===== config.mk =====
export PLATFORM = sky130hd
export DESIGN_NAME = pipelined_cla_addsub_flat
export DESIGN_NICKNAME = d
export VERILOG_FILES = /design/src/rtl/pipelined_cla_addsub_pkg.sv /design/src/rtl/pipelined_cla_addsub_if.sv /design/src/rtl/pipelined_cla_addsub_cla_group.sv /design/src/rtl/pipelined_cla_addsub.sv /design/src/flat_wrapper.sv
export SDC_FILE = /design/constraint.sdc
export NUM_CORES = 1
export LEC_CHECK = 0
export BUFFER_PORTS_ARGS = -buffer_cell sky130_fd_sc_hd__buf_2
export CAP_MARGIN = 30
export CORE_MARGIN = 2
export CORE_UTILIZATION = 41
export CTS_BUF_LIST = sky130_fd_sc_hd__clkbuf_4
export DETAILED_ROUTE_END_ITERATION = 7
export GPL_TIMING_DRIVEN = 0
export PLACE_DENSITY = 0.64
export SLEW_MARGIN = 20
export SYNTH_ARGS = -nofsm -noshare
export SYNTH_HDL_FRONTEND = slang
export SYNTH_SLANG_ARGS = --single-unit

===== constraint.sdc =====
create_clock -name clk -period 5.36 [get_ports clk]
set_clock_uncertainty 0.2 [all_clocks]
set_input_delay 0.804 -clock clk [delete_from_list [all_inputs] [get_ports clk]]
set_output_delay 0.804 -clock clk [all_outputs]
set_load 0.02 [all_outputs]

===== src/rtl/pipelined_cla_addsub_pkg.sv =====
// Shared arithmetic definitions: operation encoding and a parameter sanity check
// for the segmented carry-lookahead adder/subtractor.
package arith_pkg;

    localparam logic OP_ADD = 1'b0;
    localparam logic OP_SUB = 1'b1;

    // True when WIDTH splits into STAGES segments that each hold whole lookahead groups.
    function automatic bit cfg_ok(input int width, input int block, input int stages);
        if (block < 1 || stages < 1 || width < 1) return 1'b0;
        if ((width % (stages * block)) != 0) return 1'b0;
        return stages <= (width / block);
    endfunction

endpackage


===== src/rtl/pipelined_cla_addsub_if.sv =====
// Operand/result handshake bundle for the pipelined adder/subtractor.
interface pipelined_cla_addsub_if #(
    parameter int WIDTH = 32
);
    logic             in_valid;
    logic             in_ready;
    logic             op_sub;
    logic             cin;
    logic [WIDTH-1:0] a;
    logic [WIDTH-1:0] b;
    logic             out_valid;
    logic             out_ready;
    logic [WIDTH-1:0] sum;
    logic             cout;
    logic             ovf;
    logic             zero;

    modport master (
        output in_valid, op_sub, cin, a, b, out_ready,
        input  in_ready, out_valid, sum, cout, ovf, zero
    );

    modport slave (
        input  in_valid, op_sub, cin, a, b, out_ready,
        output in_ready, out_valid, sum, cout, ovf, zero
    );
endinterface


===== src/rtl/pipelined_cla_addsub_cla_group.sv =====
// Combinational BLOCK-bit carry-lookahead group; exports group propagate and
// generate so a second lookahead level can form carries between groups.
module cla_group #(
    parameter int BLOCK = 4
) (
    input  logic [BLOCK-1:0] a,
    input  logic [BLOCK-1:0] b,
    input  logic             cin,
    output logic [BLOCK-1:0] sum,
    output logic             gp,
    output logic             gg
);
    logic [BLOCK-1:0] p;
    logic [BLOCK-1:0] g;
    logic [BLOCK-1:0] c;
    logic             term;

    assign p   = a ^ b;
    assign g   = a & b;
    assign gp  = &p;
    assign sum = p ^ c;

    // Each carry is a flat sum of products of g/p terms, never a chain of c[i-1].
    always_comb begin
        c    = '0;
        gg   = 1'b0;
        term = 1'b0;
        for (int i = 0; i < BLOCK; i++) begin
            term = cin;
            for (int n = 0; n < i; n++) term = term & p[n];
            c[i] = term;
            for (int m = 0; m < i; m++) begin
                term = g[m];
                for (int n = m + 1; n < i; n++) term = term & p[n];
                c[i] = c[i] | term;
            end
        end
        for (int m = 0; m < BLOCK; m++) begin
            term = g[m];
            for (int n = m + 1; n < BLOCK; n++) term = term & p[n];
            gg = gg | term;
        end
    end
endmodule


===== src/rtl/pipelined_cla_addsub.sv =====
// Pipelined carry-lookahead adder/subtractor: one WIDTH/STAGES segment resolved per
// stage, carry and skew (unresolved operands, resolved sum bits) registered between stages.
module pipelined_cla_addsub
    import arith_pkg::*;
#(
    parameter int WIDTH  = 32,
    parameter int BLOCK  = 4,
    parameter int STAGES = 2
) (
    input  logic                   clk,
    input  logic                   rst_n,
    pipelined_cla_addsub_if.slave  bus
);
    localparam int SEG = WIDTH / STAGES;
    localparam int NG  = SEG / BLOCK;

    if (!cfg_ok(WIDTH, BLOCK, STAGES)) begin : gen_cfg_err
        $error("pipelined_cla_addsub: WIDTH must be a multiple of STAGES*BLOCK");
    end

    logic adv;

    // The whole pipe moves as one; bubbles are not collapsed.
    assign adv          = !bus.out_valid || bus.out_ready;
    assign bus.in_ready = adv;

    genvar gi, gj;
    generate
        for (gi = 0; gi < STAGES; gi++) begin : gen_stage
            localparam int LO = gi * SEG;
            localparam int HI = LO + SEG;

            logic [WIDTH-LO-1:0] src_a;
            logic [WIDTH-LO-1:0] src_b;
            logic                src_cin;
            logic                src_valid;
            logic [SEG-1:0]      seg_a;
            logic [SEG-1:0]      seg_b;
            logic [SEG-1:0]      seg_sum;
            logic [NG-1:0]       grp_p;
            logic [NG-1:0]       grp_g;
            logic [NG:0]         grp_c;
            logic                term;
            logic [HI-1:0]       sum_next;
            logic                valid_reg;
            logic                carry_reg;
            logic [HI-1:0]       sum_reg;

            if (gi == 0) begin : gen_src
                // b is inverted once here; later stages receive the already-effective operand.
                assign src_a     = bus.a;
                assign src_b     = bus.b ^ {WIDTH{bus.op_sub}};
                assign src_cin   = (bus.op_sub == OP_SUB) ? 1'b1 : bus.cin;
                assign src_valid = bus.in_valid;
                assign sum_next  = seg_sum;
            end else begin : gen_src
                assign src_a     = gen_stage[gi-1].gen_keep.a_rem_reg;
                assign src_b     = gen_stage[gi-1].gen_keep.b_rem_reg;
                assign src_cin   = gen_stage[gi-1].carry_reg;
                assign src_valid = gen_stage[gi-1].valid_reg;
                assign sum_next  = {seg_sum, gen_stage[gi-1].sum_reg};
            end

            assign seg_a = src_a[SEG-1:0];
            assign seg_b = src_b[SEG-1:0];

            for (gj = 0; gj < NG; gj++) begin : gen_grp
                cla_group #(.BLOCK(BLOCK)) u_grp (
                    .a   (seg_a[gj*BLOCK +: BLOCK]),
                    .b   (seg_b[gj*BLOCK +: BLOCK]),
                    .cin (grp_c[gj]),
                    .sum (seg_sum[gj*BLOCK +: BLOCK]),
                    .gp  (grp_p[gj]),
                    .gg  (grp_g[gj])
                );
            end

            // Second-level lookahead across the groups of this segment.
            always_comb begin
                grp_c = '0;
                term  = 1'b0;
                for (int j = 0; j <= NG; j++) begin
                    term = src_cin;
                    for (int n = 0; n < j; n++) term = term & grp_p[n];
                    grp_c[j] = term;
                    for (int m = 0; m < j; m++) begin
                        term = grp_g[m];
                        for (int n = m + 1; n < j; n++) term = term & grp_p[n];
                        grp_c[j] = grp_c[j] | term;
                    end
                end
            end

            always_ff @(posedge clk or negedge rst_n) begin
                if (!rst_n) begin
                    valid_reg <= 1'b0;
                    carry_reg <= 1'b0;
                    sum_reg   <= '0;
                end else if (adv) begin
                    valid_reg <= src_valid;
                    carry_reg <= grp_c[NG];
                    sum_reg   <= sum_next;
                end
            end

            if (gi < STAGES - 1) begin : gen_keep
                logic [WIDTH-HI-1:0] a_rem_reg;
                logic [WIDTH-HI-1:0] b_rem_reg;

                always_ff @(posedge clk or negedge rst_n) begin
                    if (!rst_n) begin
                        a_rem_reg <= '0;
                        b_rem_reg <= '0;
                    end else if (adv) begin
                        a_rem_reg <= src_a[WIDTH-LO-1:SEG];
                        b_rem_reg <= src_b[WIDTH-LO-1:SEG];
                    end
                end
            end else begin : gen_last
                logic msb_c;
                logic ovf_reg;
                logic zero_reg;

                // Carry into the MSB recovered from its sum bit and propagate term.
                assign msb_c = seg_sum[SEG-1] ^ seg_a[SEG-1] ^ seg_b[SEG-1];

                always_ff @(posedge clk or negedge rst_n) begin
                    if (!rst_n) begin
                        ovf_reg  <= 1'b0;
                        zero_reg <= 1'b0;
                    end else if (adv) begin
                        ovf_reg  <= msb_c ^ grp_c[NG];
                        zero_reg <= ~|sum_next;
                    end
                end
            end
        end
    endgenerate

    assign bus.out_valid = gen_stage[STAGES-1].valid_reg;
    assign bus.sum       = gen_stage[STAGES-1].sum_reg;
    assign bus.cout      = gen_stage[STAGES-1].carry_reg;
    assign bus.ovf       = gen_stage[STAGES-1].gen_last.ovf_reg;
    assign bus.zero      = gen_stage[STAGES-1].gen_last.zero_reg;
endmodule

===== src/flat_wrapper.sv =====
// flat-port wrapper written by rule: the top's interface ports become plain ports
module pipelined_cla_addsub_flat import arith_pkg::*;
#(
    parameter int WIDTH  = 32,
    parameter int BLOCK  = 4,
    parameter int STAGES = 2
)
  (clk, rst_n, bus_in_valid, bus_op_sub, bus_cin, bus_a, bus_b, bus_out_ready, bus_in_ready, bus_out_valid, bus_sum, bus_cout, bus_ovf, bus_zero);
  pipelined_cla_addsub_if #(.WIDTH(WIDTH)) bus_i ();
  input  logic clk;
  input  logic rst_n;
  input wire logic [$bits(bus_i.in_valid)-1:0] bus_in_valid;
  input wire logic [$bits(bus_i.op_sub)-1:0] bus_op_sub;
  input wire logic [$bits(bus_i.cin)-1:0] bus_cin;
  input wire logic [$bits(bus_i.a)-1:0] bus_a;
  input wire logic [$bits(bus_i.b)-1:0] bus_b;
  input wire logic [$bits(bus_i.out_ready)-1:0] bus_out_ready;
  output wire logic [$bits(bus_i.in_ready)-1:0] bus_in_ready;
  output wire logic [$bits(bus_i.out_valid)-1:0] bus_out_valid;
  output wire logic [$bits(bus_i.sum)-1:0] bus_sum;
  output wire logic [$bits(bus_i.cout)-1:0] bus_cout;
  output wire logic [$bits(bus_i.ovf)-1:0] bus_ovf;
  output wire logic [$bits(bus_i.zero)-1:0] bus_zero;
  assign bus_i.in_valid = bus_in_valid;
  assign bus_i.op_sub = bus_op_sub;
  assign bus_i.cin = bus_cin;
  assign bus_i.a = bus_a;
  assign bus_i.b = bus_b;
  assign bus_i.out_ready = bus_out_ready;
  assign bus_in_ready = bus_i.in_ready;
  assign bus_out_valid = bus_i.out_valid;
  assign bus_sum = bus_i.sum;
  assign bus_cout = bus_i.cout;
  assign bus_ovf = bus_i.ovf;
  assign bus_zero = bus_i.zero;
  pipelined_cla_addsub #(.WIDTH(WIDTH), .BLOCK(BLOCK), .STAGES(STAGES)) u_core (.clk(clk), .rst_n(rst_n), .bus(bus_i));
endmodule

* Word level (Yosys, flattened, before mapping) *
Index checks and enable logic that the tools add are counted.

storage, ports and cells
  memories = 0
  register bits = 86
  input bits = 70
  word-level logic and storage cells = 235
  output and inout port bits = 37
  RAM bits = 0
  latch bits = 0
  bits in read-only memories = 0

operators by class
  order comparisons = 0
  shift-type cells = 0
  equality and inequality tests = 0
  multiply operators = 0
  bitwise gates (word level) = 212
  reduce and logical (&&, ||, !) cells = 12
  mux-type cells = 1
  divide/modulo/power cells = 0
  add/subtract/negate cells = 0

operator list
  operator             count
  1-bit bitwise AND    92
  1-bit bitwise OR     92
  4-bit bitwise XOR    16
  4-bit bitwise AND    8
  4-bit AND reduction  8
  32-bit OR reduction  1
  32-bit bitwise XOR   1
  1-bit bitwise XOR    3
  1-bit logical NOT    2
  1-bit logical OR     1
  1-bit 2-to-1 mux     1

* Logic depth before layout (Yosys ltp) *
Gate-level depths: netlist of run 1.

  word-level depth = 22
  gate-level depth with buffers = 15

* Hierarchy *
A second synthesis of run 1 with hierarchy kept.

second synthesis, totals
  cells, all modules = 441
  area total of the unflattened synthesis = 5136.2 um^2

modules (own cells, without submodules)
  module                                                seq. area each (um^2)  area an instance (um^2)  times used  cells each
  pipelined_cla_addsub                                  2152.1                 3739.8                   1           269
  cla_group (u_core.gen_stage[0].gen_grp[3].u_grp ...)  0.0                    180.2                    5           23
  cla_group (u_core.gen_stage[0].gen_grp[0].u_grp ...)  0.0                    165.2                    3           19

* Least setup slack after synthesis of run 1 *
Ideal clock, no wire load.

  kind = input port to flip-flop
  from = in bus_op_sub
  to = reg u_core.gen_stage[0].sum_reg[15]
  path buffers = 2
  arrival = 3.415 ns
  path slack = 1.609 ns
  stages = 14
  setup time = 0.136 ns
  required time = 5.024 ns
  cell sequence = buf_2 > buf_1 > xor2_1 > ha_1 > a211oi_1 > nand2_1 > a22o_1 > a31o_2 > ha_1 > o21a_1 > o21a_1 > nor2_1 > xor2_1 > o21ai_0

on the way
  cells in the longest elaborated chain, start to end = 20
  elaborated cells between the ends (all ways) = 59
  classes of those cells = mux (1); bitwise (55); reduce/logical (3)

ends and longest elaborated chain
  what                                                           RTL line                                                                    RTL
  start, declared                                                flat_wrapper.sv:13                                                          input wire logic [$bits(bus_i.op_sub)-1:0] bus_op_sub;
  32-bit bitwise XOR                                             pipelined_cla_addsub.sv:52                                                  assign src_b = bus.b ^ {WIDTH{bus.op_sub}};
  4-bit bitwise AND / 4-bit bitwise XOR (equally long branches)  pipelined_cla_addsub_cla_group.sv:19, pipelined_cla_addsub_cla_group.sv:18
  1-bit bitwise AND (3 in series)                                pipelined_cla_addsub_cla_group.sv:40                                        for (int n = m + 1; n < BLOCK; n++) term = term & p[n];
  1-bit bitwise OR (3 in series)                                 pipelined_cla_addsub_cla_group.sv:41                                        gg = gg | term;
  1-bit bitwise AND (2 in series)                                pipelined_cla_addsub.sv:88                                                  for (int n = m + 1; n < j; n++) term = term & grp_p[n];
  1-bit bitwise OR (3 in series)                                 pipelined_cla_addsub.sv:89                                                  grp_c[j] = grp_c[j] | term;
  1-bit bitwise AND (3 in series)                                pipelined_cla_addsub_cla_group.sv:30                                        for (int n = 0; n < i; n++) term = term & p[n];
  1-bit bitwise OR (3 in series)                                 pipelined_cla_addsub_cla_group.sv:35                                        c[i] = c[i] | term;
  4-bit bitwise XOR *                                            pipelined_cla_addsub_cla_group.sv:21                                        assign sum = p ^ c;
  end signal, assigned                                           pipelined_cla_addsub.sv:102                                                 sum_reg <= sum_next;
  end, declared                                                  pipelined_cla_addsub.sv:47                                                  logic [HI-1:0] sum_reg;

Every way passes the cells marked *; elsewhere a longest branch is shown, timed or not.
A chain may end at the register's enable or synchronous reset.

* Worst setup path after layout of run 1 *
  from = in bus_op_sub
  to = reg u_core.gen_stage[0].sum_reg[11]

on the way
  cells in the longest elaborated chain, start to end = 18
  elaborated cells between the ends (all ways) = 43
  classes of those cells = mux (1); bitwise (40); reduce/logical (2)

ends and longest elaborated chain
  what                                                           RTL line
  32-bit bitwise XOR                                             pipelined_cla_addsub.sv:52
  4-bit bitwise AND / 4-bit bitwise XOR (equally long branches)  pipelined_cla_addsub_cla_group.sv:19, pipelined_cla_addsub_cla_group.sv:18
  1-bit bitwise AND (3 in series)                                pipelined_cla_addsub_cla_group.sv:40
  1-bit bitwise OR (3 in series)                                 pipelined_cla_addsub_cla_group.sv:41
  1-bit bitwise AND                                              pipelined_cla_addsub.sv:88
  1-bit bitwise OR (2 in series)                                 pipelined_cla_addsub.sv:89
  1-bit bitwise AND (3 in series)                                pipelined_cla_addsub_cla_group.sv:30
  1-bit bitwise OR (3 in series)                                 pipelined_cla_addsub_cla_group.sv:35
  4-bit bitwise XOR *                                            pipelined_cla_addsub_cla_group.sv:21

Marked as above.

==> reports/metrics.sh, run 1 <==
TIMING.CRITICAL_PATH.SLOWEST_STAGE_CELL='buf_1'
TIMING.CRITICAL_PATH.SLOWEST_CELL_DELAY_NS=0.54
SLEW_VIOL_FINAL=0
CRIT_PATH_START_KIND='input pin'
HOLD_CLASS='in2async'
ROWS=39
CTS_MADE_BUFFERS=9
SYN_AVG_CELL_AREA_SQ_UM=9.00
LARGEST_REGISTER_FF_COUNT=32
FINAL-SEQ-AREA_SQ_UM=2150
TIMING_WORST_SLEW_PIN_VALUE_NS=0.673
CRITICAL_PATH.STARTPOINT='bus_op_sub'
CRITPATHTOPFAMILY='compound AO/OA/AOI/OAI gates'
HOLD_VIOLATIONS=0
CLOCK_EDGE_TRANSITION_AT_THE_REGISTERS_ON_THE_REPORTED_SETUP_AND_HOLD_PATHS_NS=0.14
GRT_START_MAX_NET_PINS=45
MAX-CLOCK-PATH-BUFFERS=2
CTS.HOLD.BUFFERS_ADDED=0
POST_CTS_RESIZED=0
MAX_CAP_VIOLS=0
SYNTH.CELL_AREA_SQ_UM=4900
FINAL_HOLD_SLACK_NS=0.144
CLOCK_SINKS=86
WORST_EP_REQUIRED_TIME_NS=5.47
MULTIINPUTGATEAREA_SQ_UM=2580
SYNTH-SEQ-AREA-SHARE_PCT=43.9
SYNTH.LARGEST_AREA_CELL='dfrtp_1'
POWER.DENSITY_CELL_AREA_nW_PER_UM2=391
STARTING_DENSITY_OF_THE_CORE_PCT=42.5
CRIT_TYPE='in2reg'
GRT_USE_TOTAL_PCT=19.6
CELL_BREAKDOWN_OF_THE_CRITICAL_PATH='buf_2 -> buf_1 -> xor2_1 -> ha_1 -> a21oi_1 -> o21a_1 -> o21ai_1 -> a21oi_1 -> inv_1 -> ha_1 -> o21a_1 -> o21a_1 -> nor2_1 -> xor2_1 -> o21ai_0'
GRT_PASS1_VIAS=4009
POST_DRT_WL_PER_CELL_UM=14.9
CRIT_PATH_MAX_FANOUT=10
CTSHTREEMAXLEVEL=3
WORST_R2R_ENDPOINT='u_core.bus.zero$_DFFE_PN0P_'
ROUTABILITYCONGESTION=0.884
NETLIST_INSTANCES=544
POST_ROUTE_CELLS_DRIVE_ABOVE_1_SHARE_PCT=19.2
CLK-INSERTION-DELAY-LATE_NS=0.43
POST_DRT_VIA_CELL_RATIO=5.00
CRIT_PATH_END_KIND='flip-flop'
INITIALDRTVIOLATIONCOUNT=193
YOSYSTOPAREACELLSHARE_PCT=43.9
VIAS=4047
MAXSLEWHEADROOM_PCT=55.1
FLOORPLAN.DIE.WIDTH_UM=113
TIMING.CRITICAL_PATH.ARRIVAL_NS=3.80
FILLERS=1156
IOS=107
HPWL_UM=9540
REMAINING_DESIGN_RULE_VIOLATION_COUNT=0
DIE_H_UM=113
FINISH.NET_COUNT=779
SYNTH-SEQ-CELLS=86
TOTALWIRELENGTH_UM=12100
GRT_PASS1_WL_UM=19900
SETUP_VIOL=0
FINALSETUPTNS_NS=0
SYNTHESIS.YOSYS.WARNINGS=0
DRT.ANTENNA.VIOLATING_NETS=0
PERIOD_UTILIZATION_POST_ROUTE_PCT=68.9
WORSTPATHBUFFERINVERTERCOUNT=3
SYNTHTOPCELLSBYAREA='dfrtp_1, nand2_1, ha_1, xor2_1, xnor2_1'
CTS_ROOT_BUF='clkbuf_4'
CTS.REPAIR_TIMING.SETUP_BUFFER_COUNT=0
AREA_GROWTH_PCT=17.3
ANTENNA_FOUND_INITIAL=0
DRT_FIRST_PASS_ITERS=4
PLACEABLECOREAREA_SQ_UM=11500
GRT_OVERFLOW=0
STATUS='complete, no violations'
DIE-AREA_SQ_UM=12800
PLACED_CELLS=793
TIMING.REG2REG.SETUP_SLACK_NS=1.74
R2R_START='u_core.gen_stage[0].gen_keep.b_rem_reg[9]$_DFFE_PN0P_'
CTS_TREE='yes'
SYN_NETS=662
FINALCRITICALPERIOD_NS=3.70
BUFFER_PORTS.INSERTED=105
P_LEAK_nW=2.91
STDCELL_COUNT=809
TIMING.CRITICAL_PATH.MODE_CELL='o21a_1'
R2R.WORST_PATH.CELLS=12
NUMBER_OF_DIFFERENT_LIBRARY_CELLS_IN_THE_POST_SYNTHESIS_NETLIST=37
N_ANTENNA_CELL=0
ACHIEVABLE-FREQUENCY_MHz=271
VDD.IR_DROP.WORST_mV=0.141
GRT_SETUP_UNREPAIRED='no'
-- worst max path at each step --
| stage | endpoint | slack, ns | cells after the start |
|---|---|---|---|
| global route | u_core.gen_stage[0].sum_reg[11]$_DFFE_PN0P_ | 1.39 | 15 |
| detailed placement | u_core.gen_stage[0].sum_reg[11]$_DFFE_PN0P_ | 1.18 | 15 |
| CTS | u_core.gen_stage[0].sum_reg[11]$_DFFE_PN0P_ | 1.65 | 15 |
| global placement | u_core.gen_stage[0].sum_reg[11]$_DFFE_PN0P_ | 1.31 | 15 |
| floorplan | u_core.gen_stage[0].sum_reg[15]$_DFFE_PN0P_ | 1.61 | 14 |
| finish | u_core.gen_stage[0].sum_reg[11]$_DFFE_PN0P_ | 1.66 | 15 |
-- cell type report --
cell class	instances	share of cell area, %
buffer	23	1.57
clock buffer	10	1.31
clock inverter	6	0.784
inverter	20	1.31
multi-input combinational	415	44.9
sequential	86	37.5
tap	143	3.11
timing repair buffer	106	9.54
-- power breakdown --
part,leakage [nW],switching [mW],total [mW],internal (mW)
clock,0.0594,0.237,0.339,0.103
sequential,1.02,0.127,0.958,0.831
combinational,1.83,0.584,0.945,0.361
-- layer usage --
| layer | vias to the layer above | track usage (%) | part of all wire [%] |
|---|---|---|---|
| li1 | 2022 | - | - |
| met1 | 1897 | 26.9 | 46 |
| met2 | 110 | 32.3 | 46 |
| met3 | 18 | 2.89 | 5.4 |
| met4 | 0 | 5.85 | 1.7 |
| met5 | - | 0 | 0 |
-- worst register-to-register path: stages (launching register included) --
cell and delay (ns):
dfrtp_1 0.42, ha_1 0.36, a21o_1 0.20, a21o_1 0.18
a221o_1 0.38, or2_2 0.30, ha_1 0.21, o21a_1 0.16
nor2_1 0.11, xnor2_1 0.11, or4_1 0.48, nor4_1 0.30
a22o_1 0.16
-- logic make-up (layout without fill, tap and decap cells) --
logic type | Yosys count | count (layout) | share of synthesized area [%]
AO/OA/AOI/OAI | 92 | 92 | 11.2
XOR/XNOR | 53 | 53 | 9.48
adder cells (fa/ha/maj) | 48 | 48 | 13.5
buffers and inverters | 43 | 165 | 3.37
flip-flops | 86 | 86 | 43.9
AND/OR/NAND/NOR | 222 | 222 | 18.5
-- metrics by stage --
step	util, %	cell area, sq um	setup WS (ns)	power [mW]
2_1_floorplan	-	4900	1.61	1.58
3_3_place_gp	48.6	5600	1.31	1.89
3_5_place_dp	48.8	5620	1.18	1.92
4_1_cts	49.9	5740	1.65	2.26
5_1_grt	49.9	5740	1.39	2.41
6_report	49.9	5740	1.66	2.24
-- Yosys cell counts, drive strengths merged --
master	instances
o31ai	5
dfrtp	86
xnor2	23
nor2	25
nand3	1
nor4	6
a31oi	1
nand4	5
nor4b	1
a211oi	2
a31o	1
ha	40
fa	8
inv	20
a221o	1
o21ai	31
and2	1
a21o	5
a22o	2
o21bai	1
a21oi	27
o211ai	1
buf	8
nor3	5
nand2b	4
clkbuf	15
nor2b	1
o21a	15
nand2	169
xor2	30
and4	1
and3	1
or4	1
or2	1
-- layout by cell type, fill, tap and decap left out, types with 2 or more instances in the layout --
| cell | synthesis | routed |
|---|---|---|
| o21ai_1 | 2 | 2 |
| a211oi_1 | 2 | 2 |
| nand2_1 | 169 | 169 |
| nor4_1 | 6 | 6 |
| buf_2 | 3 | 107 |
| a21oi_1 | 27 | 27 |
| ha_1 | 40 | 40 |
| clkbuf_4 | 0 | 10 |
| o31ai_1 | 5 | 5 |
| o21a_1 | 15 | 15 |
| clkinvlp_4 | 0 | 3 |
| xnor2_1 | 23 | 23 |
| nor2_1 | 24 | 24 |
| clkbuf_1 | 15 | 15 |
| nand4_1 | 5 | 5 |
| inv_1 | 20 | 20 |
| a21o_1 | 5 | 5 |
| inv_6 | 0 | 2 |
| buf_1 | 5 | 5 |
| nor3_1 | 5 | 5 |
| a22o_1 | 2 | 2 |
| dfrtp_1 | 86 | 86 |
| xor2_1 | 30 | 30 |
| o21ai_0 | 29 | 29 |
| fa_1 | 8 | 8 |
| nand2b_1 | 4 | 4 |
Power figures use the tool's default switching activity.
==> inputs of run 2 (changes only) <==
==> constraint.sdc (replaced) <==
create_clock -name clk -period 3.7 [get_ports clk]
set_clock_uncertainty 0.2 [all_clocks]
set_input_delay 0.555 -clock clk [delete_from_list [all_inputs] [get_ports clk]]
set_output_delay 0.555 -clock clk [all_outputs]
set_load 0.02 [all_outputs]
==> run 2 against run 1 <==
Compared with the run above:
- register-to-register slack lost 1.4 ns
- global-route usage unchanged
- final area up 0.52%
- sequential share of layout area decreased by 0.19 points
- die area is the same
- first-iteration DRC count shrank 5.2%
- count of clock-buffer cells in the layout did not move
- sequential power up 45%
- sequential cell count did not move
- non-clock buffer count is 1 higher
- critical path type is now reg2reg
- highest routed layer unchanged
==> reports/metrics.sh, run 2 (synthesized netlist as in run 1, its figures left out) <==
POST-LAYOUT-TOTAL-POWER_mW=3.27  # +46%
CRIT_TYPE='reg2reg'
GRT_PASS1_WL_UM=19900  # unchanged
HOLD_DEPTH=3
FINALCRITICALPERIOD_NS=3.39
ACHIEVABLE-FREQUENCY_MHz=295
FLOORPLAN.DIE.WIDTH_UM=113  # unchanged
PLACEABLECOREAREA_SQ_UM=11500  # unchanged
R2R.WORST_PATH.CELLS=12  # unchanged
GRT_SETUP_UNREPAIRED='no'
DRT_FIRST_PASS_ITERS=6  # +2
PERIOD_UTILIZATION_POST_ROUTE_PCT=91.5
MAXSLEWHEADROOM_PCT=59.9  # +4.8 points
VIAS=4082  # +0.86%
DIE-AREA_SQ_UM=12800  # unchanged
GRT_PASS1_VIAS=4009  # unchanged
CTS.REPAIR_TIMING.SETUP_BUFFER_COUNT=0  # unchanged
WORSTPATHBUFFERINVERTERCOUNT=0  # -3
GRT_USE_TOTAL_PCT=19.6  # unchanged
CRITPATHTOPFAMILY='compound AO/OA/AOI/OAI gates'
WORST_EP_REQUIRED_TIME_NS=3.89  # -1.58 ns
LAYOUT.CELLS.MOST_COMMON_LIST='nand2_1, buf_2, dfrtp_1, ha_1, xor2_1'
PRE_CTS_SETUP_SLACK_NS=-0.228  # -1.41 ns
TIMING.CRITICAL_PATH.SLOWEST_STAGE_CELL='or4_1'
LAYOUT_COMMONEST_CELL='nand2_1'
MAX-CLOCK-PATH-BUFFERS=2  # unchanged
DRT.ANTENNA.VIOLATING_NETS=0  # unchanged
TIMING_WORST_SLEW_PIN_VALUE_NS=0.601  # -0.0727 ns
LARGEST_REGISTER_FF_COUNT=32  # unchanged
SLEW_VIOL_FINAL=0  # unchanged
CTSHTREEMAXLEVEL=3  # unchanged
POWER.DENSITY_CELL_AREA_nW_PER_UM2=565  # +45%
CLOCK_EDGE_TRANSITION_AT_THE_REGISTERS_ON_THE_REPORTED_SETUP_AND_HOLD_PATHS_NS=0.16  # +0.02 ns
TOP_USAGE_LAYER='met2'
DIE_H_UM=113  # unchanged
TIMING.CRITICAL_PATH.MODE_CELL='a21o_1'
CLOCK_SINKS=86  # unchanged
AREA_GROWTH_PCT=17.9
CRIT_PATH_START_KIND='flip-flop'
GRT_START_MAX_NET_PINS=45  # unchanged
HOLD_VIOLATIONS=0  # unchanged
FINISH.NET_COUNT=780  # +0.13%
CRIT_PATH_MAX_FANOUT=4  # -6
STARTING_DENSITY_OF_THE_CORE_PCT=42.5  # unchanged
IOS=107  # unchanged
POST_ROUTE_CELLS_DRIVE_ABOVE_1_SHARE_PCT=19.6  # +0.42 points
FINALCOREUTILIZATION_PCT=50.1  # +0.26 points
STATUS='complete, no violations'
POST_DRT_VIA_CELL_RATIO=5.04  # +0.74%
INITIALDRTVIOLATIONCOUNT=183  # -5.2%
BUFFER_PORTS.INSERTED=105  # unchanged
WORSTSETUPPATHDEPTH=12  # -3
CTS_ROOT_BUF='clkbuf_4'
MAX_CAP_VIOLS=0  # unchanged
SETUP_VIOL=0  # unchanged
ROWS=39  # unchanged
N_ANTENNA_CELL=0  # unchanged
GR-USAGE-MET3_PCT=2.89  # unchanged
POST_DRT_WL_PER_CELL_UM=15.0  # +0.41%
ANTENNA_FOUND_INITIAL=0  # unchanged
REMAINING_DESIGN_RULE_VIOLATION_COUNT=0  # unchanged
CRIT_PATH_END_KIND='flip-flop'
CELL_BREAKDOWN_OF_THE_CRITICAL_PATH='ha_4 -> a21o_1 -> a21o_1 -> a221o_1 -> or2_2 -> ha_1 -> o21a_1 -> nor2_1 -> xnor2_1 -> or4_1 -> nor4_2 -> a22o_1'
HPWL_UM=9540  # unchanged
TIMING.CRITICAL_PATH.SLOWEST_CELL_DELAY_NS=0.49  # -0.05 ns
FINAL_HOLD_SLACK_NS=0.0856  # -0.0582 ns
SETUP_WS_NS=0.313  # -1.35 ns
CTS_TREE='yes'
GLOBAL_ROUTE.USAGE.MET2_PCT=32.3  # unchanged
GRT_USE_MET1_PCT=26.9  # unchanged
GRT_OVERFLOW=0  # unchanged
CTS_MADE_BUFFERS=9  # unchanged
TOTALWIRELENGTH_UM=12100  # +0.53%
VDD.IR_DROP.WORST_mV=0.207  # +46%
P_LEAK_nW=2.91  # +0.23%
HOLD_CLASS='in2reg'
TIMING.CRITICAL_PATH.ARRIVAL_NS=3.58  # -0.22 ns
ROUTABILITYCONGESTION=0.884  # unchanged
CLK-INSERTION-DELAY-LATE_NS=0.43  # about the same
[run 2: through the flow]
step | instance area, sq um | instances | setup TNS, ns
after CTS | 5750 | 810 | 0
after detailed placement | 5620 | 793 | -0.454
final | 5770 | 810 | 0
after global placement | 5600 | 792 | -0.187
after global routing | 5770 | 810 | 0
after floorplan | 4900 | 544 | 0
[run 2: worst paths after layout]
kind                                                                       start                                                     end  slack (ns)
min                                                                    bus_a[26]  u_core.gen_stage[0].gen_keep.a_rem_reg[10]$_DFFE_PN0P_        0.09
max reg2reg                u_core.gen_stage[0].gen_keep.b_rem_reg[9]$_DFFE_PN0P_                             u_core.bus.zero$_DFFE_PN0P_        0.31
max                        u_core.gen_stage[0].gen_keep.b_rem_reg[9]$_DFFE_PN0P_                             u_core.bus.zero$_DFFE_PN0P_        0.31
min reg2reg                                        u_core.bus.sum[9]$_DFFE_PN0P_                           u_core.bus.sum[9]$_DFFE_PN0P_        0.28
max in group asynchronous                                                  rst_n               u_core.gen_stage[0].carry_reg$_DFFE_PN0P_        2.21
min in group asynchronous                                                  rst_n                        u_core.bus.out_valid$_DFFE_PN0P_        0.44
[run 2: cell type report]
| cell class | instances | area [sq um] |
|---|---|---|
| Clock inverter | 6 | 45.0 |
| Inverter | 20 | 75.1 |
| Multi-Input combinational cell | 415 | 2600 |
| Tap cell | 143 | 179 |
| Fill cell | 1155 | 5740 |
| Buffer | 23 | 91.3 |
| Sequential cell | 86 | 2150 |
| Timing Repair Buffer | 107 | 558 |
| Clock buffer | 10 | 75.1 |
[run 2: repair_timing]
item | CTS | global route
gates resized for setup | 0 | 4
endpoints found under the setup margin | 0 | 2
endpoints found under the hold margin | 43 | 0
hold buffers | 1 | 0
[run 2: per-layer routing]
layer,share of wire (%),vias up
li1,-,2022
met1,47,1946
met2,47,97
met3,3.9,17
met4,1.6,0
met5,0,-
[run 2: power breakdown]
| group | leakage, nW | total [mW] | internal, mW | switching, mW |
|---|---|---|---|---|
| Clock | 0.0594 | 0.496 | 0.149 | 0.347 |
| Combinational | 1.83 | 1.38 | 0.529 | 0.850 |
| Sequential | 1.02 | 1.39 | 1.20 | 0.186 |
[run 2: worst min-delay path, delay by kind of cell]
family | cells | cell delay, ns
and+or+nand+nor | 2 | 0.09
buffers and inverters | 1 | 0.07
==> inputs of run 3 (changes only) <==
--- a/config.mk
+++ b/config.mk
@@ -7,6 +7,7 @@
 export LEC_CHECK = 0
 export BUFFER_PORTS_ARGS = -buffer_cell sky130_fd_sc_hd__buf_2
 export CAP_MARGIN = 30
+export CORE_ASPECT_RATIO = 1.2
 export CORE_MARGIN = 2
 export CORE_UTILIZATION = 41
 export CTS_BUF_LIST = sky130_fd_sc_hd__clkbuf_4
==> run 3 against run 2 <==
Compared with the run above:
- register-to-register slack lost 0.19 ns
- final cell count grew 1.9%
- worst hold slack lost 0.0050 ns
- combinational power is essentially flat
- via count shrank 1.3%
- die area is essentially flat
- sequential power is essentially flat
- clock power grew 14%
- sequential share of layout area shrank 0.65 points
- fmax shrank 5.2%
- first-iteration DRC count shrank 11%
- highest routed layer unchanged
==> reports/metrics.sh, run 3 (synthesized netlist as in run 1, its figures left out) <==
STATUS='complete, no violations'
CRIT_TYPE='reg2reg'
POST_DRT_VIA_CELL_RATIO=4.88  # -3.1%
P_LEAK_nW=2.94  # +1.1%
HOLD_CLASS='in2reg'
R2R_START='u_core.gen_stage[0].gen_keep.b_rem_reg[9]$_DFFE_PN0P_'
VDD.IR_DROP.WORST_mV=0.205  # -0.97%
HOLD_DEPTH=3  # unchanged
CTSHTREEMAXLEVEL=3  # unchanged
CTS_ROOT_BUF='clkbuf_4'
LAYOUT.CELLS.MOST_COMMON_LIST='nand2_1, buf_2, dfrtp_1, ha_1, xor2_1'
FLOORPLAN.DIE.WIDTH_UM=104  # -8.4%
CTS_MADE_BUFFERS=9  # unchanged
HOLD_VIOLATIONS=0  # unchanged
CRIT_PATH_MAX_FANOUT=4  # unchanged
ROWS=43  # +10%
PINT_mW=1.96  # +4.3%
FINALCOREUTILIZATION_PCT=50.6  # +0.43 points
TOTALWIRELENGTH_UM=12000  # -1.1%
HPWL_UM=9560  # +0.20%
POWER.DENSITY_CELL_AREA_nW_PER_UM2=570  # +0.81%
DIE_H_UM=124  # +9.2%
SLEW_VIOL_FINAL=0  # unchanged
FILLERS=1141  # -1.2%
IOS=107  # unchanged
TIMING_WORST_SLEW_PIN_VALUE_NS=0.668  # +0.0669 ns
GRT_PASS1_VIAS=4257  # +6.2%
FINAL-SEQ-AREA_SQ_UM=2150  # unchanged
DRT_FIRST_PASS_ITERS=4  # -2
TIMING.REG2REG.SETUP_SLACK_NS=0.13  # -0.19 ns
ANTENNA_FOUND_INITIAL=1  # +1
BUFFER_PORTS.INSERTED=105  # unchanged
STDCELL_COUNT=825  # +1.9%
MAX-CLOCK-PATH-BUFFERS=2  # unchanged
SWSHARE_PCT=41.4  # -0.95 points
AREA_GROWTH_PCT=20.0
LAYOUT_COMMONEST_CELL='nand2_1'
MAXSLEWHEADROOM_PCT=55.5  # -4.5 points
TIMING.CRITICAL_PATH.ARRIVAL_NS=3.77  # +0.19 ns
GRT_PASS1_WL_UM=19900  # +0.31%
HOLD_CRIT_ENDPOINT='u_core.gen_stage[0].valid_reg$_DFFE_PN0P_'
VIAS=4030  # -1.3%
CTS_TREE='yes'
CLOCK_EDGE_TRANSITION_AT_THE_REGISTERS_ON_THE_REPORTED_SETUP_AND_HOLD_PATHS_NS=0.15  # about the same
DIE-AREA_SQ_UM=12800  # about the same
R2R.WORST_PATH.CELLS=12  # unchanged
POST_DRT_WL_PER_CELL_UM=14.5  # -2.9%
PLACEABLECOREAREA_SQ_UM=11600  # +0.91%
MULTIINPUTGATEAREA_SQ_UM=2650  # +1.9%
GRT_SETUP_UNREPAIRED='no'
GRT_USE_TOTAL_PCT=19.6  # +0.031 points
POWER.SWITCHING_mW=1.39  # +0.30%
CRIT_PATH_START_KIND='flip-flop'
GRT_START_MAX_NET_PINS=56  # +24%
INITIALDRTVIOLATIONCOUNT=162  # -11%
DRT.ANTENNA.VIOLATING_NETS=0  # unchanged
LARGEST_REGISTER_FF_COUNT=32  # unchanged
PERIOD_UTILIZATION_POST_ROUTE_PCT=96.6  # +5.1 points
WORST_R2R_ENDPOINT='u_core.bus.zero$_DFFE_PN0P_'
POWER_FRAC_CLOCK_PCT=16.9  # +1.7 points
SETUP_VIOL=0  # unchanged
CLK-INSERTION-DELAY-LATE_NS=0.46  # +0.03 ns
HOLD_STARTPOINT='bus_in_valid'
ACHIEVABLE-FREQUENCY_MHz=280  # -5.2%
POST_ROUTE_CELLS_DRIVE_ABOVE_1_SHARE_PCT=20.4  # +0.75 points
FINISH.NET_COUNT=780  # unchanged
CTS.REPAIR_TIMING.SETUP_BUFFER_COUNT=0  # unchanged
FINALCRITICALPERIOD_NS=3.57  # +0.187 ns
ROUTABILITYCONGESTION=0.942  # +6.5%
STARTING_DENSITY_OF_THE_CORE_PCT=42.1  # -0.38 points
GRT_OVERFLOW=0  # unchanged
CRIT_PATH_END_KIND='flip-flop'
REMAINING_DESIGN_RULE_VIOLATION_COUNT=0  # unchanged
PLACED_CELLS=807  # +1.8%
MAX_CAP_VIOLS=0  # unchanged
WORST_EP_REQUIRED_TIME_NS=3.89  # about the same
SHARE_SEQ_OF_TOTAL_POWER_PCT=41.3  # -1.3 points
FINALSETUPTNS_NS=0  # unchanged
POWER.COMBINATIONAL.FRACTION_PCT=41.8  # -0.4 points
CLOCK_SINKS=86  # unchanged
==> run 3: per-layer routing <==
layer | track usage [%] | vias to the layer above | share of wire, %
met2 | 33.4 | 98 | 49
met1 | 24.9 | 1887 | 45
met5 | 0 | - | 0
li1 | - | 2024 | -
met4 | 7.94 | 0 | 2.3
met3 | 3.77 | 21 | 4.1
==> run 3: layout make-up <==
class	instances	share of cell area, %
flip-flops and latches	86	36.6
inverters	20	1.28
well taps	157	3.34
clock inverters	7	1.34
clock buffers	9	1.15
multi-input cells	415	45.1
repair buffers	107	9.62
diodes	1	0.0426
plain buffers	23	1.53
==> run 3: worst max path at each step <==
stage | endpoint | slack [ns] | cells after the start | from
after detailed placement | u_core.gen_stage[0].sum_reg[11]$_DFFE_PN0P_ | -0.25 | 15 | bus_op_sub
after floorplan | u_core.gen_stage[0].sum_reg[15]$_DFFE_PN0P_ | 0.20 | 14 | bus_op_sub
after global routing | u_core.bus.zero$_DFFE_PN0P_ | 0.01 | 12 | u_core.gen_stage[0].gen_keep.b_rem_reg[5]$_DFFE_PN0P_
after global placement | u_core.gen_stage[0].sum_reg[15]$_DFFE_PN0P_ | -0.15 | 14 | bus_op_sub
after CTS | u_core.bus.zero$_DFFE_PN0P_ | 0.11 | 12 | u_core.gen_stage[0].gen_keep.b_rem_reg[9]$_DFFE_PN0P_
final | u_core.bus.zero$_DFFE_PN0P_ | 0.13 | 12 | u_core.gen_stage[0].gen_keep.b_rem_reg[9]$_DFFE_PN0P_
==> run 3: stage by stage <==
| stage | hold slack, ns | power, mW | setup slack (ns) | area (sq um) |
|---|---|---|---|---|
| after CTS | 0.0616 | 3.34 | 0.112 | 5810 |
| after detailed placement | 0.250 | 2.78 | -0.247 | 5650 |
| final | 0.0806 | 3.35 | 0.126 | 5880 |
| after global placement | 0.243 | 2.73 | -0.150 | 5620 |
| after floorplan | 0.0594 | 2.29 | 0.198 | 4900 |
| after global routing | 0.0743 | 3.60 | 0.0120 | 5880 |
==> run 3: power by group through the flow <==
stage	Sequential, mW	Clock [mW]	Combinational (mW)
global placement	1.40	0	1.33
global route	1.42	0.618	1.56
CTS	1.38	0.579	1.38
floorplan	1.56	0	0.728
finish	1.39	0.566	1.40
detailed placement	1.40	0	1.37
==> run 3: critical path, cell delays in order, from the launching register on <==
cell and delay, ns:
dfrtp_1 0.44, ha_4 0.26, a21o_1 0.19, a21o_1 0.18, a221o_1 0.33, or2_2 0.30
ha_2 0.20, o21a_1 0.17, nor2_2 0.14, xnor2_2 0.10, or4_4 0.54, nor4_4 0.30
a22o_1 0.16
==> run 3: what timing repair did <==
action	in CTS	in global routing
pin swaps	1	4
gates resized for setup	1	8
setup endpoints to repair	1	1
endpoints found under the hold margin	31	0
hold buffers	1	0
